`config.mk`:
```
export PLATFORM = sky130hd
export DESIGN_NAME = proposal_accept
export DESIGN_NICKNAME = d
export VERILOG_FILES = /design/src/rtl/proposal_accept.sv
export SDC_FILE = /design/constraint.sdc
export NUM_CORES = 1
export LEC_CHECK = 0
export ABC_CLOCK_PERIOD_IN_PS = 4710
export BUFFER_PORTS_ARGS = -buffer_cell sky130_fd_sc_hd__buf_4
export CAP_MARGIN = 20
export CORE_MARGIN = 3
export CORE_UTILIZATION = 50
export DETAILED_ROUTE_END_ITERATION = 10
export GPL_TIMING_DRIVEN = 0
export PLACE_DENSITY = 0.85
export SLEW_MARGIN = 20
export SYNTH_ARGS = -nofsm -noshare
export SYNTH_HDL_FRONTEND = slang
export SYNTH_SLANG_ARGS = --single-unit
```
`constraint.sdc`:
```
create_clock -name in_clock -period 4.71 [get_ports in_clock]
set_input_delay 0.471 -clock in_clock [delete_from_list [all_inputs] [get_ports in_clock]]
set_output_delay 0.471 -clock in_clock [all_outputs]
set_load 0.1 [all_outputs]
```
`src/rtl/proposal_accept.sv`:
```
// Proposal accept/commit stage of a local-search SAT solver: takes proposals from the sampler,
// asks the probability block via out_u/out_v and in_p, and commits or drops each one. One-cycle decide, ready only in WAIT_PROP.
module proposal_accept #(
  parameter int N_VARS      = 16,
  parameter int SCORE_WIDTH = 8,
  parameter int ITER_WIDTH  = 16
) (
  input  logic                   in_clock,
  input  logic                   in_reset,
  input  logic                   in_start,
  input  logic [N_VARS-1:0]      in_init_assignment,
  input  logic [SCORE_WIDTH-1:0] in_init_score,
  input  logic [SCORE_WIDTH-1:0] in_total_clauses,
  input  logic [ITER_WIDTH-1:0]  in_max_iter,
  input  logic                   in_prop_valid,
  output logic                   out_prop_ready,
  input  logic [N_VARS-1:0]      in_prop_assignment,
  input  logic [SCORE_WIDTH-1:0] in_prop_score,
  input  logic                   in_p,
  output logic [SCORE_WIDTH-1:0] out_u,
  output logic [SCORE_WIDTH-1:0] out_v,
  output logic [N_VARS-1:0]      out_assignment,
  output logic [ITER_WIDTH-1:0]  out_iter_count,
  output logic                   out_accept,
  output logic                   out_busy,
  output logic                   out_done,
  output logic                   out_solved
);

  typedef enum logic [1:0] {S_IDLE, S_WAIT_PROP, S_DECIDE, S_DONE} state_t;

  state_t                 state_q, state_d;
  logic [N_VARS-1:0]      assign_q, assign_d;
  logic [N_VARS-1:0]      prop_q, prop_d;
  logic [SCORE_WIDTH-1:0] u_q, u_d;
  logic [SCORE_WIDTH-1:0] v_q, v_d;
  logic [ITER_WIDTH-1:0]  iter_q, iter_d;
  logic [ITER_WIDTH-1:0]  limit_q, limit_d;
  logic                   accept_q, accept_d;
  logic                   busy_q, busy_d;
  logic                   done_q, done_d;
  logic                   solved_q, solved_d;

  logic                   start_ok;
  logic                   init_solved;
  logic                   handshake;
  logic [ITER_WIDTH-1:0]  iter_inc;
  logic [SCORE_WIDTH-1:0] new_score;
  logic                   hit_solved;
  logic                   hit_limit;

  assign start_ok    = in_start && ((state_q == S_IDLE) || (state_q == S_DONE));
  assign init_solved = (in_init_score == in_total_clauses);
  assign handshake   = in_prop_valid && (state_q == S_WAIT_PROP);
  assign iter_inc    = (iter_q == {ITER_WIDTH{1'b1}}) ? iter_q : iter_q + 1'b1;
  // Score after this decision: the proposal's if accepted, otherwise the current one.
  assign new_score   = in_p ? u_q : v_q;
  assign hit_solved  = (new_score == in_total_clauses);
  assign hit_limit   = (limit_q != '0) && (iter_inc == limit_q);

  always_ff @(posedge in_clock or negedge in_reset) begin
    if (!in_reset) state_q <= S_IDLE;
    else           state_q <= state_d;
  end

  always_comb begin
    state_d = state_q;
    case (state_q)
      S_IDLE, S_DONE: if (start_ok) state_d = init_solved ? S_DONE : S_WAIT_PROP;
      S_WAIT_PROP:    if (handshake) state_d = S_DECIDE;
      S_DECIDE:       state_d = (hit_solved || hit_limit) ? S_DONE : S_WAIT_PROP;
      default:        state_d = S_IDLE;
    endcase
  end

  always_comb begin
    assign_d = assign_q;
    prop_d   = prop_q;
    u_d      = u_q;
    v_d      = v_q;
    iter_d   = iter_q;
    limit_d  = limit_q;
    accept_d = 1'b0;
    solved_d = solved_q;
    busy_d   = (state_d == S_WAIT_PROP) || (state_d == S_DECIDE);
    done_d   = (state_d == S_DONE);
    if (start_ok) begin
      assign_d = in_init_assignment;
      v_d      = in_init_score;
      limit_d  = in_max_iter;
      iter_d   = '0;
      solved_d = init_solved;
    end
    if (handshake) begin
      prop_d = in_prop_assignment;
      u_d    = in_prop_score;
    end
    if (state_q == S_DECIDE) begin
      iter_d   = iter_inc;
      solved_d = hit_solved;
      if (in_p) begin
        assign_d = prop_q;
        v_d      = u_q;
        accept_d = 1'b1;
      end
    end
  end

  always_ff @(posedge in_clock or negedge in_reset) begin
    if (!in_reset) begin
      assign_q <= '0;
      prop_q   <= '0;
      u_q      <= '0;
      v_q      <= '0;
      iter_q   <= '0;
      limit_q  <= '0;
      accept_q <= 1'b0;
      busy_q   <= 1'b0;
      done_q   <= 1'b0;
      solved_q <= 1'b0;
    end else begin
      assign_q <= assign_d;
      prop_q   <= prop_d;
      u_q      <= u_d;
      v_q      <= v_d;
      iter_q   <= iter_d;
      limit_q  <= limit_d;
      accept_q <= accept_d;
      busy_q   <= busy_d;
      done_q   <= done_d;
      solved_q <= solved_d;
    end
  end

  assign out_prop_ready = (state_q == S_WAIT_PROP);
  assign out_assignment = assign_q;
  assign out_u          = u_q;
  assign out_v          = v_q;
  assign out_iter_count = iter_q;
  assign out_accept     = accept_q;
  assign out_busy       = busy_q;
  assign out_done       = done_q;
  assign out_solved     = solved_q;

endmodule

```
==> summary.md, run 1 <==
| Metric | Value |
|---|---|
| Mux contribution to synthesized area | `17.15%` |
| Period utilization | `67.19%` |
| XOR/XNOR share of the synthesized area | `under 10%` |
| Synth unique cells | `49` |
| Post-synth top flop | `dfrtp_1` |
| Max VDD drop | `0.6747 mV` |
| Outcome | `finished, final reports clean` |
| Design Area, Final | `5974 um2` |
| Pleak | `2.681 nW` |
| Final setup viols | `0` |
| Die width | `roughly 100 um` |
| Area of the multi-input gates | `2380 um2` |
| Clock H-tree levels | `3` |
| Gr usage total | `25.50%` |
| Fraction of registers with async set/reset | `100.0%` |
| Max Clock Freq | `~320 MHz` |
| Post-Synth Simple-Gate Area | `14.90%` |
| Fillers | `between 600 and 700` |
| RD Place Congestion | `0.8953` |
| Synth Cell Area | `4677 um2` |
| Drt wl/cell | `~19 um` |
| Max-Slew Margin vs Limit | `48.77%` |
| Setup crit start kind | `flip-flop` |
| Post-Syn Nets | `526` |
| Yosys reg bits | `86` |
| Final Critical Period | `between 3 and 4 ns` |
| Number of setup buffers added after CTS | `0` |
| Starting Density | `52.60%` |
| Total iterations of the first detailed-routing run | `5` |
| Total number of vias | `a little over 4000` |
| Largest family of logic cells by synthesized area | `multiplexers` |
| Number of port buffers | `128` |
| Cell area power density | `756.6 nW/um2` |
| DRT Wirelength | `12.97 mm` |
| Hold_buf cts | `0` |
| Area delta synth->final | `27.74%` |
| Clk buf depth | `2` |
| Synth Area per Inst | `10.51 um2` |
| Min-Delay Path Class | `in2async` |
| Final TNS setup | `0 ns` |
| CP max FO | `8` |
| CTS tree | `done` |
| Clock Skew | `0.009269 ns` |
| Share of the yosys chip area belonging to registers | `between 40% and 50%` |
| Final hold viol count | `0` |
| WP data arrival | `3.41 ns` |
| Layout cells sized above 1 | `34.13%` |
| Placement Setup Slack | `1.678 ns` |
| N_diodes | `0` |
| Synth Area in Compound Gates | `11.21%` |
| GRT overflow | `0` |
| Util after Layout | `about two thirds` |
| Setup crit end kind | `flip-flop` |
| Initial drt markers | `283` |
| Post-CTS Resized | `0` |
| Worst-margin pin slew | `0.7684 ns` |
| Synth Area in Adders | `1.070%` |
| Number of synthesis warnings | `0` |
| Dpl cell area | `5773 um2` |
| Unrepaired setup endpoints after global routing | `no` |
| WP data required | `~5.0 ns` |
| Root Driver | `clkbuf_8` |
| DRC Markers | `0` |
| Post-DRT Antenna Nets | `0` |
| Via density | `5.935` |
| Design Power | `roughly 4.5 mW` |
| Placement Rows | `34` |
| Global-route wire length before repair | `20.82 mm` |
| Largest net degree at the start of global routing | `87` |
| Final Max Slew Viols | `0` |
| Syn Inst Count | `445` |
| Antenna violations before repair | `0` |
| Core Box Area | `around 8900 um2` |
| Clk slew on worst S/H paths | `roughly 0.10 ns` |
| CTS Sinks | `86` |
| Boundary pin count | `between 100 and 150` |
| R2r setup slk | `~1.5 ns` |
| WS Path Type | `reg2reg` |
| Dpl hpwl | `9.877 mm` |
| Full die area | `10550 um2` |
| Reg area | `around 2200 um2` |
| Die height | `~100 um` |
| Post-route worst setup slack | `approximately 1.5 ns` |
| Clk_lat worst skew | `0.37 ns` |
| Number of flops mapped to enable cells by yosys | `0` |
| CTS buffer count | `9` |
| Total Nets Final | `665` |
| Vias in the first global route | `4186` |
| Max-cap violation count | `0` |
## power breakdown
part           total (mW)  switching, mW  internal (mW)
Sequential           1.34          0.283           1.05
Clock               0.522          0.313          0.209
Combinational        2.66           1.89          0.774
Total                4.52           2.48           2.04
## path summary, 6_finish.rpt
path / start / to / depth (start not counted)
max: out_iter_count[0] / out_busy / 9
min: in_reset / out_iter_count[13] / 1
max reg2reg: out_iter_count[0] / out_busy / 9
min reg2reg: prop_q[0] / out_assignment[0] / 2
max in group asynchronous: in_reset / prop_q[12] / 1
min in group in_clock: in_prop_assignment[6] / prop_q[6] / 2
## placed cells by master, fill, tap and decap left out, types with 3 or more instances in the layout
cell type,count
a21oi_1,10
nor4_1,9
nor2_1,11
inv_1,3
a31oi_1,4
clkbuf_1,15
mux2_2,40
buf_2,4
and3_1,4
o21ai_0,45
nand3_1,17
clkbuf_8,9
nand3b_1,4
nor2b_1,3
o22ai_1,6
xor2_1,16
and4_1,3
mux2i_1,34
dfrtp_1,86
buf_4,132
nand2_1,49
nand4_1,7
nand2b_1,4
o211ai_1,3
nor3_1,9
ha_1,4
xnor2_1,19
buf_1,3
## registers in the layout, indices dropped and copies added, names as in the netlist
register        flops
out_accept          1
limit_q            16
out_assignment     16
out_iter_count     16
out_u               8
out_done            1
state_q             2
prop_q             16
out_busy            1
out_solved          1
out_v               8
## area by class of cell
class / instances / area share [%]
clock inverter: 7 / 1.236
inverter: 4 / 0.2513
tap: 108 / 2.262
buffer: 28 / 2.178
sequential: 86 / 36.02
timing repair buffer: 128 / 16.15
clock buffer: 9 / 2.073
multi-input combinational: 327 / 39.83
## cell usage after synthesis, drive strengths merged (2+ instances only)
| library cell | number | share of area (%) |
|---|---|---|
| a41o | 2 | 0.43 |
| a32oi | 2 | 0.37 |
| nand2 | 49 | 3.9 |
| a21o | 2 | 0.32 |
| o21ai | 45 | 4.8 |
| xor2 | 16 | 3.0 |
| a41oi | 2 | 0.37 |
| o211ai | 3 | 0.48 |
| inv | 3 | 0.24 |
| a211oi | 2 | 0.43 |
| xnor2 | 19 | 3.6 |
| buf | 12 | 1.5 |
| and4 | 3 | 0.56 |
| nor3 | 9 | 0.96 |
| nor2 | 11 | 0.88 |
| nor4 | 10 | 1.7 |
| nand2b | 4 | 0.53 |
| mux2i | 34 | 7.3 |
| nor2b | 3 | 0.40 |
| nand3b | 4 | 0.64 |
| a31oi | 4 | 0.53 |
| o22ai | 6 | 0.80 |
| a21oi | 10 | 1.1 |
| clkbuf | 16 | 1.3 |
| and2 | 3 | 0.40 |
| dfrtp | 86 | 46 |
| nand3 | 17 | 1.8 |
| mux2 | 41 | 9.9 |
| nand4 | 10 | 2.1 |
| and3 | 4 | 0.53 |
| ha | 4 | 1.1 |
## stage by stage
| stage | hold slack, ns | instances |
|---|---|---|
| finish | 0.1476 | 697 |
| global route | 0.1996 | 697 |
| CTS | 0.3144 | 697 |
| detailed placement | 0.4750 | 681 |
| global placement | 0.4541 | 681 |
| floorplan | 0.1754 | 445 |
## worst max-delay path, cell delays in order, from the launching register on
cell	delay, ns
dfrtp_1	0.51
ha_1	0.37
nand3_1	0.22
nor2_1	0.36
nand2b_1	0.29
o311ai_0	0.56
nand2_1	0.09
nor3_1	0.21
a41o_1	0.21
ha_1	0.23
## routing by layer
layer  global-route usage [%]  vias to the layer above  wire [um]
met1                    31.71                     2038       5126
met3                    7.848                       23       1185
met4                    7.871                        0        245
met5                        0                        -          0
li1                         -                     1895          -
met2                    42.70                      181       6416
## logic make-up after synthesis
group | count (synthesis)
simple gates | 129
flops | 86
compound gates | 84
mux | 75
xor+xnor | 35
buf+inv | 32
fa+ha+maj | 4
Power figures use the tool's default switching activity.
==> inputs of run 2 (changes only) <==
--- a/config.mk
+++ b/config.mk
@@ -5,7 +5,7 @@
 export SDC_FILE = /design/constraint.sdc
 export NUM_CORES = 1
 export LEC_CHECK = 0
-export ABC_CLOCK_PERIOD_IN_PS = 4710
+export ABC_CLOCK_PERIOD_IN_PS = 3000
 export BUFFER_PORTS_ARGS = -buffer_cell sky130_fd_sc_hd__buf_4
 export CAP_MARGIN = 20
 export CORE_MARGIN = 3
==> constraint.sdc (replaced) <==
create_clock -name in_clock -period 3 [get_ports in_clock]
set_input_delay 0.3 -clock in_clock [delete_from_list [all_inputs] [get_ports in_clock]]
set_output_delay 0.3 -clock in_clock [all_outputs]
set_load 0.1 [all_outputs]
==> run 2 against run 1 <==
- the run now ends with hold timing left
- sequential power is 57% higher
- worst setup slack worse by 1.5 ns
- non-clock buffer count is 3 higher
- combinational power is 57% higher
- critical path type unchanged
==> summary.md, run 2 (synthesized netlist as in run 1, its figures left out) <==
| Metric | Value |
|---|---|
| Slowest library cell on the worst path | `dfrtp_2` |
| Min-Delay Path Class | `in2async` |
| Largest net degree at the start of global routing | `87 (unchanged)` |
| Placement Rows | `34 (unchanged)` |
| Reg-to-reg endpoint | `out_busy` |
| Max-cap violation count | `0 (unchanged)` |
| Hold_buf cts | `0 (unchanged)` |
| Worst-margin pin slew | `0.7700 ns (+0.001618 ns)` |
| WHS | `-0.02253 ns (-0.1701 ns)` |
| Worst reg2reg path depth | `10 (+1)` |
| Finished Layout Cells | `700 (+0.43%)` |
| Max Clock Freq | `343.8 MHz (+8.8%)` |
| DRC Markers | `0 (unchanged)` |
| Setup crit start kind | `flip-flop` |
| Max-Slew Margin vs Limit | `48.66% (-0.11 points)` |
| Fillers | `675 (-2.2%)` |
| Total number of vias | `4138 (+0.024%)` |
| Full die area | `10550 um2 (unchanged)` |
| Boundary pin count | `130 (unchanged)` |
| Sequential group share of total power | `29.5% (about the same)` |
| Via density | `5.911 (-0.40%)` |
| Global-route wire length before repair | `20.44 mm (-1.8%)` |
| Gr usage total | `25.11% (-0.39 points)` |
| Design Power | `7.114 mW (+57%)` |
| Comb pwr share | `58.8% (about the same)` |
| Pint | `3.206 mW (+57%)` |
| CTS Sinks | `86 (unchanged)` |
| Starting Density | `52.60% (unchanged)` |
| Clk buf depth | `2 (unchanged)` |
| Post-DRT Antenna Nets | `0 (unchanged)` |
| Clk slew on worst S/H paths | `0.10 ns (about the same)` |
| CTS buffer count | `9 (unchanged)` |
| Commonest non-fill, non-tap cell in the layout | `buf_4` |
| Post-route worst setup slack | `0.09138 ns (-1.454 ns)` |
| Placed Cells | `681 (unchanged)` |
| Crit path cell chain | `ha_1 -> nand3_2 -> nor4_4 -> buf_4 -> nand4b_1 -> xor2_1 -> nor2_1 -> a2111oi_4 -> a41o_1 -> ha_1` |
| N_diodes | `0 (unchanged)` |
| RD Place Congestion | `0.9561 (+6.8%)` |
| Design Area, Final | `6038 um2 (+1.1%)` |
| Placement Setup Slack | `0.01801 ns (-1.660 ns)` |
| Outcome | `complete, but fails checks` |
| Area delta synth->final | `29.11%` |
| Max VDD drop | `1.120 mV (+66%)` |
| Sw Pwr | `3.908 mW (+57%)` |
| Setup crit end kind | `flip-flop` |
| Total Nets Final | `668 (+0.45%)` |
| Cell area power density | `1178 nW/um2 (+56%)` |
| Critical Path Max Stage Delay | `0.47 ns (-0.09 ns)` |
| GRT overflow | `0 (unchanged)` |
| Period utilization | `96.95% (+30 points)` |
| Crit-path most repeated cell | `ha_1` |
| Final TNS setup | `0 ns (unchanged)` |
| Final setup viols | `0 (unchanged)` |
| Die height | `102.7 um (unchanged)` |
| Dpl cell area | `5789 um2 (+0.28%)` |
| Layout cells sized above 1 | `37.33% (+3.2 points)` |
| Total iterations of the first detailed-routing run | `4 (-1)` |
| Final Critical Period | `2.909 ns (-0.2562 ns)` |
| Clock H-tree levels | `3 (unchanged)` |
| WP data arrival | `3.16 ns (-0.25 ns)` |
| Core Box Area | `8891 um2 (unchanged)` |
| Clk network pwr share | `11.7% (+0.2 points)` |
| Vias in the first global route | `4177 (-0.22%)` |
| CTS tree | `done` |
| Worst R2R Start | `out_iter_count[0]` |
| DRT Wirelength | `12.99 mm (+0.16%)` |
| Clk_lat worst skew | `0.37 ns (about the same)` |
| Root Driver | `clkbuf_8` |
| Dpl hpwl | `9.748 mm (-1.3%)` |
| Final Max Slew Viols | `0 (unchanged)` |
| Pleak | `2.676 nW (-0.20%)` |
| Unrepaired setup endpoints after global routing | `no` |
| Number of port buffers | `128 (unchanged)` |
| Final hold viol count | `20 (+20)` |
| Die width | `102.7 um (unchanged)` |
| Violations in the final reports | `hold timing` |
| WP data required | `3.25 ns (-1.71 ns)` |
| WS Path Type | `reg2reg` |
| Clock Skew | `0.01760 ns (+0.008335 ns)` |
| CP max FO | `8 (unchanged)` |
| R2r setup slk | `0.09 ns (-1.45 ns)` |
| Most frequent cells in the layout | `buf_4, dfrtp_1, nand2_1` |
| Initial drt markers | `212 (-25%)` |
| Drt wl/cell | `18.56 um (-0.27%)` |
| Antenna violations before repair | `0 (unchanged)` |
| Net Sw Frac | `54.94% (about the same)` |
## run 2: cell count changes in the layout (fill, tap and decap cells not counted), sizes merged
cell,delta
buf,+3
clkinv,-1
clkinvlp,+1
## run 2: metal layers
metal	GRT usage, %	vias to the layer above	part of all wire, %
li1	-	1901	-
met4	8.073	0	1.4
met1	30.45	2024	39
met3	6.495	21	9.2
met2	43.64	192	51
met5	0	-	0
## run 2: worst max-delay path by stage
stage	start	endpoint	slack, ns	depth (start not counted)
floorplan	out_iter_count[3]	out_busy	0.01	8
global placement	out_iter_count[0]	out_busy	0.08	9
detailed placement	out_iter_count[0]	out_busy	0.02	9
CTS	out_iter_count[0]	out_busy	0.09	9
global route	out_iter_count[0]	out_busy	0.002	10
finish	out_iter_count[0]	out_busy	0.09	10
## run 2: final cells by class
| cell class | instances | area, um2 | share of cell area, % |
|---|---|---|---|
| Clock inverter | 7 | 75.07 | 1.243 |
| Tap cell | 108 | 135.1 | 2.238 |
| Sequential cell | 86 | 2168 | 35.91 |
| Timing Repair Buffer | 131 | 987.2 | 16.35 |
| Multi-Input combinational cell | 327 | 2404 | 39.81 |
| Buffer | 28 | 130.1 | 2.155 |
| Clock buffer | 9 | 123.9 | 2.051 |
| Inverter | 4 | 15.01 | 0.2487 |
## run 2: metrics by stage
stage               util [%]  hold WS, ns
floorplan                  -     0.004409
global placement       65.11       0.4554
detailed placement     65.11       0.4628
CTS                    67.38       0.1399
global route           67.91      0.02492
finish                 67.91     -0.02253
## run 2: power groups by stage
stage | clock network (mW) | logic (mW) | registers (mW)
floorplan | 0 | 1.45 | 3.79
detailed placement | 0 | 4.17 | 2.10
global route | 0.882 | 4.40 | 2.15
global placement | 0 | 4.09 | 2.08
CTS | 0.842 | 4.18 | 2.08
finish | 0.833 | 4.18 | 2.10
## run 2: critical path, delay by kind of cell (launching register included)
kind | cells | cell delay, ns
fa+ha+maj | 2 | 0.57
flops | 1 | 0.47
buf+inv | 1 | 0.20
xor+xnor | 1 | 0.18
compound gates | 2 | 0.57
simple gates | 4 | 0.81
## run 2: what timing repair did
| action | CTS | global route |
|---|---|---|
| setup endpoints to repair | 1 | 2 |
| buffers inserted | 0 | 3 |
| pin swaps | 0 | 1 |
| resized for setup | 1 | 5 |
==> inputs of run 3 (changes only) <==
--- a/config.mk
+++ b/config.mk
@@ -11,7 +11,6 @@
 export CORE_MARGIN = 3
 export CORE_UTILIZATION = 50
 export DETAILED_ROUTE_END_ITERATION = 10
-export GPL_TIMING_DRIVEN = 0
 export PLACE_DENSITY = 0.85
 export SLEW_MARGIN = 20
 export SYNTH_ARGS = -nofsm -noshare
==> run 3 against run 2 <==
- the run now ends clean
- largest cell class unchanged
- worst setup slack improved by 0.15 ns
- non-clock buffer count decreased by 16
- sequential share of layout area grew 0.30 points
- critical path type unchanged
- final cell count decreased by 2.3%
- register-to-register slack better by 0.15 ns
- highest routed layer unchanged
- critical path depth stayed put
- clock power fell by 5.3%
- final area fell by 0.83%
- sequential power is essentially flat
- routed wire length decreased by 1.4%
- clock-buffer cell count is the same
- power shrank 1.1%
==> summary.md, run 3 (synthesized netlist as in run 1, its figures left out) <==
| Metric | Value |
|---|---|
| Initial drt markers | `187 (-12%)` |
| Total number of vias | `4008 (-3.1%)` |
| Root Driver | `clkbuf_8` |
| N_diodes | `0 (unchanged)` |
| Design Power | `7.038 mW (-1.1%)` |
| WP data required | `3.24 ns (about the same)` |
| Unrepaired setup endpoints after global routing | `no` |
| Reg area | `2168 um2 (unchanged)` |
| Clk network pwr share | `11.2% (-0.5 points)` |
| Max Clock Freq | `362.3 MHz (+5.4%)` |
| Min-Delay Path Class | `in2reg` |
| Area delta synth->final | `28.04%` |
| Comb pwr share | `58.5% (-0.3 points)` |
| Clk slew on worst S/H paths | `0.10 ns (about the same)` |
| Via density | `5.860 (-0.88%)` |
| Clock H-tree levels | `3 (unchanged)` |
| CTS buffer count | `9 (unchanged)` |
| Design Area, Final | `5988 um2 (-0.83%)` |
| WL met1 | `5.361 mm (+6.4%)` |
| Final hold viol count | `0 (-100%)` |
| Total iterations of the first detailed-routing run | `5 (+1)` |
| Commonest non-fill, non-tap cell in the layout | `buf_4` |
| Sw Pwr | `3.823 mW (-2.2%)` |
| Final TNS setup | `0 ns (unchanged)` |
| Setup crit start kind | `flip-flop` |
| Placement Rows | `34 (unchanged)` |
| DRC Markers | `0 (unchanged)` |
| Stages on the worst setup path | `10 (unchanged)` |
| Outcome | `finished, final reports clean` |
| Die width | `102.7 um (unchanged)` |
| Final Max Slew Viols | `0 (unchanged)` |
| CP delay by family, top | `simple AND/OR/NAND/NOR gates` |
| Drt wl/cell | `18.74 um (+0.95%)` |
| Cell area power density | `1175 nW/um2 (-0.24%)` |
| Pleak | `2.653 nW (-0.85%)` |
| WP data arrival | `3.00 ns (-0.16 ns)` |
| Sequential group share of total power | `30.3% (+0.8 points)` |
| Total Nets Final | `652 (-2.4%)` |
| Dpl hpwl | `9.366 mm (-3.9%)` |
| Max-cap violation count | `0 (unchanged)` |
| RD Place Congestion | `0.9204 (-3.7%)` |
| Final Critical Period | `2.760 ns (-0.1483 ns)` |
| Crit path cell chain | `ha_2 -> nand3_1 -> nor4_4 -> buf_4 -> nand4b_1 -> xor2_1 -> nor2_1 -> a2111oi_4 -> a41o_1 -> ha_1` |
| Cells on Worst Hold Path | `2` |
| Max VDD drop | `0.9661 mV (-14%)` |
| Setup crit end kind | `flip-flop` |
| Critical Path Max Stage Delay | `0.46 ns (about the same)` |
| Max-Slew Margin vs Limit | `61.25% (+13 points)` |
| WHS | `0.1616 ns (+0.1842 ns)` |
| Clock Skew | `0.01353 ns (-0.004078 ns)` |
| Antenna violations before repair | `0 (unchanged)` |
| Most frequent cells in the layout | `buf_4, dfrtp_1, nand2_1` |
| Area of the multi-input gates | `2389 um2 (-0.62%)` |
| Clk buf depth | `2 (unchanged)` |
| Pint | `3.215 mW (+0.28%)` |
| Crit path buffers/inverters | `1 (unchanged)` |
| GRT overflow | `0 (unchanged)` |
| Boundary pin count | `130 (unchanged)` |
| Final setup viols | `0 (unchanged)` |
| Period utilization | `92.01% (-4.9 points)` |
| Worst-margin pin slew | `0.5813 ns (-0.1888 ns)` |
| Slowest library cell on the worst path | `dfrtp_2` |
| Dpl cell area | `5763 um2 (-0.45%)` |
| Largest net degree at the start of global routing | `50 (-43%)` |
| Gr usage total | `25.08% (-0.032 points)` |
| CP max FO | `8 (unchanged)` |
| Number of port buffers | `129 (+0.78%)` |
| Core Box Area | `8891 um2 (unchanged)` |
| Vias in the first global route | `4069 (-2.6%)` |
| DR top layer | `met4` |
| Global-route wire length before repair | `20.48 mm (+0.17%)` |
| Post-DRT Antenna Nets | `0 (unchanged)` |
| Worst reg2reg path depth | `10 (unchanged)` |
| Clk_lat worst skew | `0.36 ns (about the same)` |
| Metal2 WL | `6.193 mm (-6.0%)` |
| Wire length on met3 | `1.117 mm (-6.1%)` |
| Net Sw Frac | `54.32% (-0.62 points)` |
| Die height | `102.7 um (unchanged)` |
| CTS tree | `done` |
| Full die area | `10550 um2 (unchanged)` |
| Fillers | `676 (+0.15%)` |
| WS Path Type | `reg2reg` |
| CTS Sinks | `86 (unchanged)` |
| Layout cells sized above 1 | `38.37% (+1.0 points)` |
| DRT Wirelength | `12.82 mm (-1.4%)` |
| Starting Density | `52.60% (unchanged)` |
==> run 3: what timing repair did <==
action                                  CTS  global route
setup buffers                             0             2
hold endpoints to repair                 43             0
endpoints found under the setup margin    0             1
hold buffers                              1             0
gates resized for setup                   0             2
==> run 3: worst reg2reg max path, cell delays in order, from the launching register on <==
cell and delay (ns):
dfrtp_2 0.46, ha_2 0.27, nand3_1 0.18, nor4_4 0.30, buf_4 0.20, nand4b_1 0.20, xor2_1 0.17, nor2_1 0.08
a2111oi_4 0.33, a41o_1 0.22, ha_1 0.23
==> run 3: worst paths after layout <==
| kind | slack, ns | startpoint | to |
|---|---|---|---|
| min in group asynchronous | 0.48 | in_reset | out_iter_count[10] |
| min | 0.16 | in_prop_assignment[10] | prop_q[10] |
| max in group asynchronous | 1.75 | in_reset | out_iter_count[6] |
| max | 0.24 | out_iter_count[0] | out_busy |
| max reg2reg | 0.24 | out_iter_count[0] | out_busy |
| min reg2reg | 0.49 | prop_q[9] | out_assignment[9] |
==> run 3: metrics by stage <==
stage | setup WS, ns | cells | util (%)
after floorplan | 0.01285 | 445 | -
after global placement | 0.1982 | 665 | 64.82
after detailed placement | 0.1954 | 665 | 64.82
after CTS | 0.1640 | 682 | 67.10
after global routing | 0.05644 | 684 | 67.35
final | 0.2397 | 684 | 67.35
==> run 3: final cells by class <==
class / instances / area share, %
Multi-Input combinational cell: 327 / 39.89
Clock inverter: 7 / 1.149
Clock buffer: 9 / 2.069
Sequential cell: 86 / 36.21
Inverter: 4 / 0.2507
Tap cell: 108 / 2.257
Timing Repair Buffer: 143 / 18.18
==> run 3: power groups by stage <==
stage	Clock [mW]	Combinational, mW	Sequential [mW]
2_1_floorplan	0	1.45	3.79
3_3_place_gp	0	4.06	2.11
3_5_place_dp	0	4.13	2.13
4_1_cts	0.809	4.13	2.12
5_1_grt	0.854	4.35	2.19
6_report	0.789	4.12	2.13
==> run 3: per-layer routing <==
layer,track usage [%],vias up
met3,7.375,14
met5,0,-
met1,33.42,1976
met4,6.559,0
met2,40.22,162
li1,-,1856
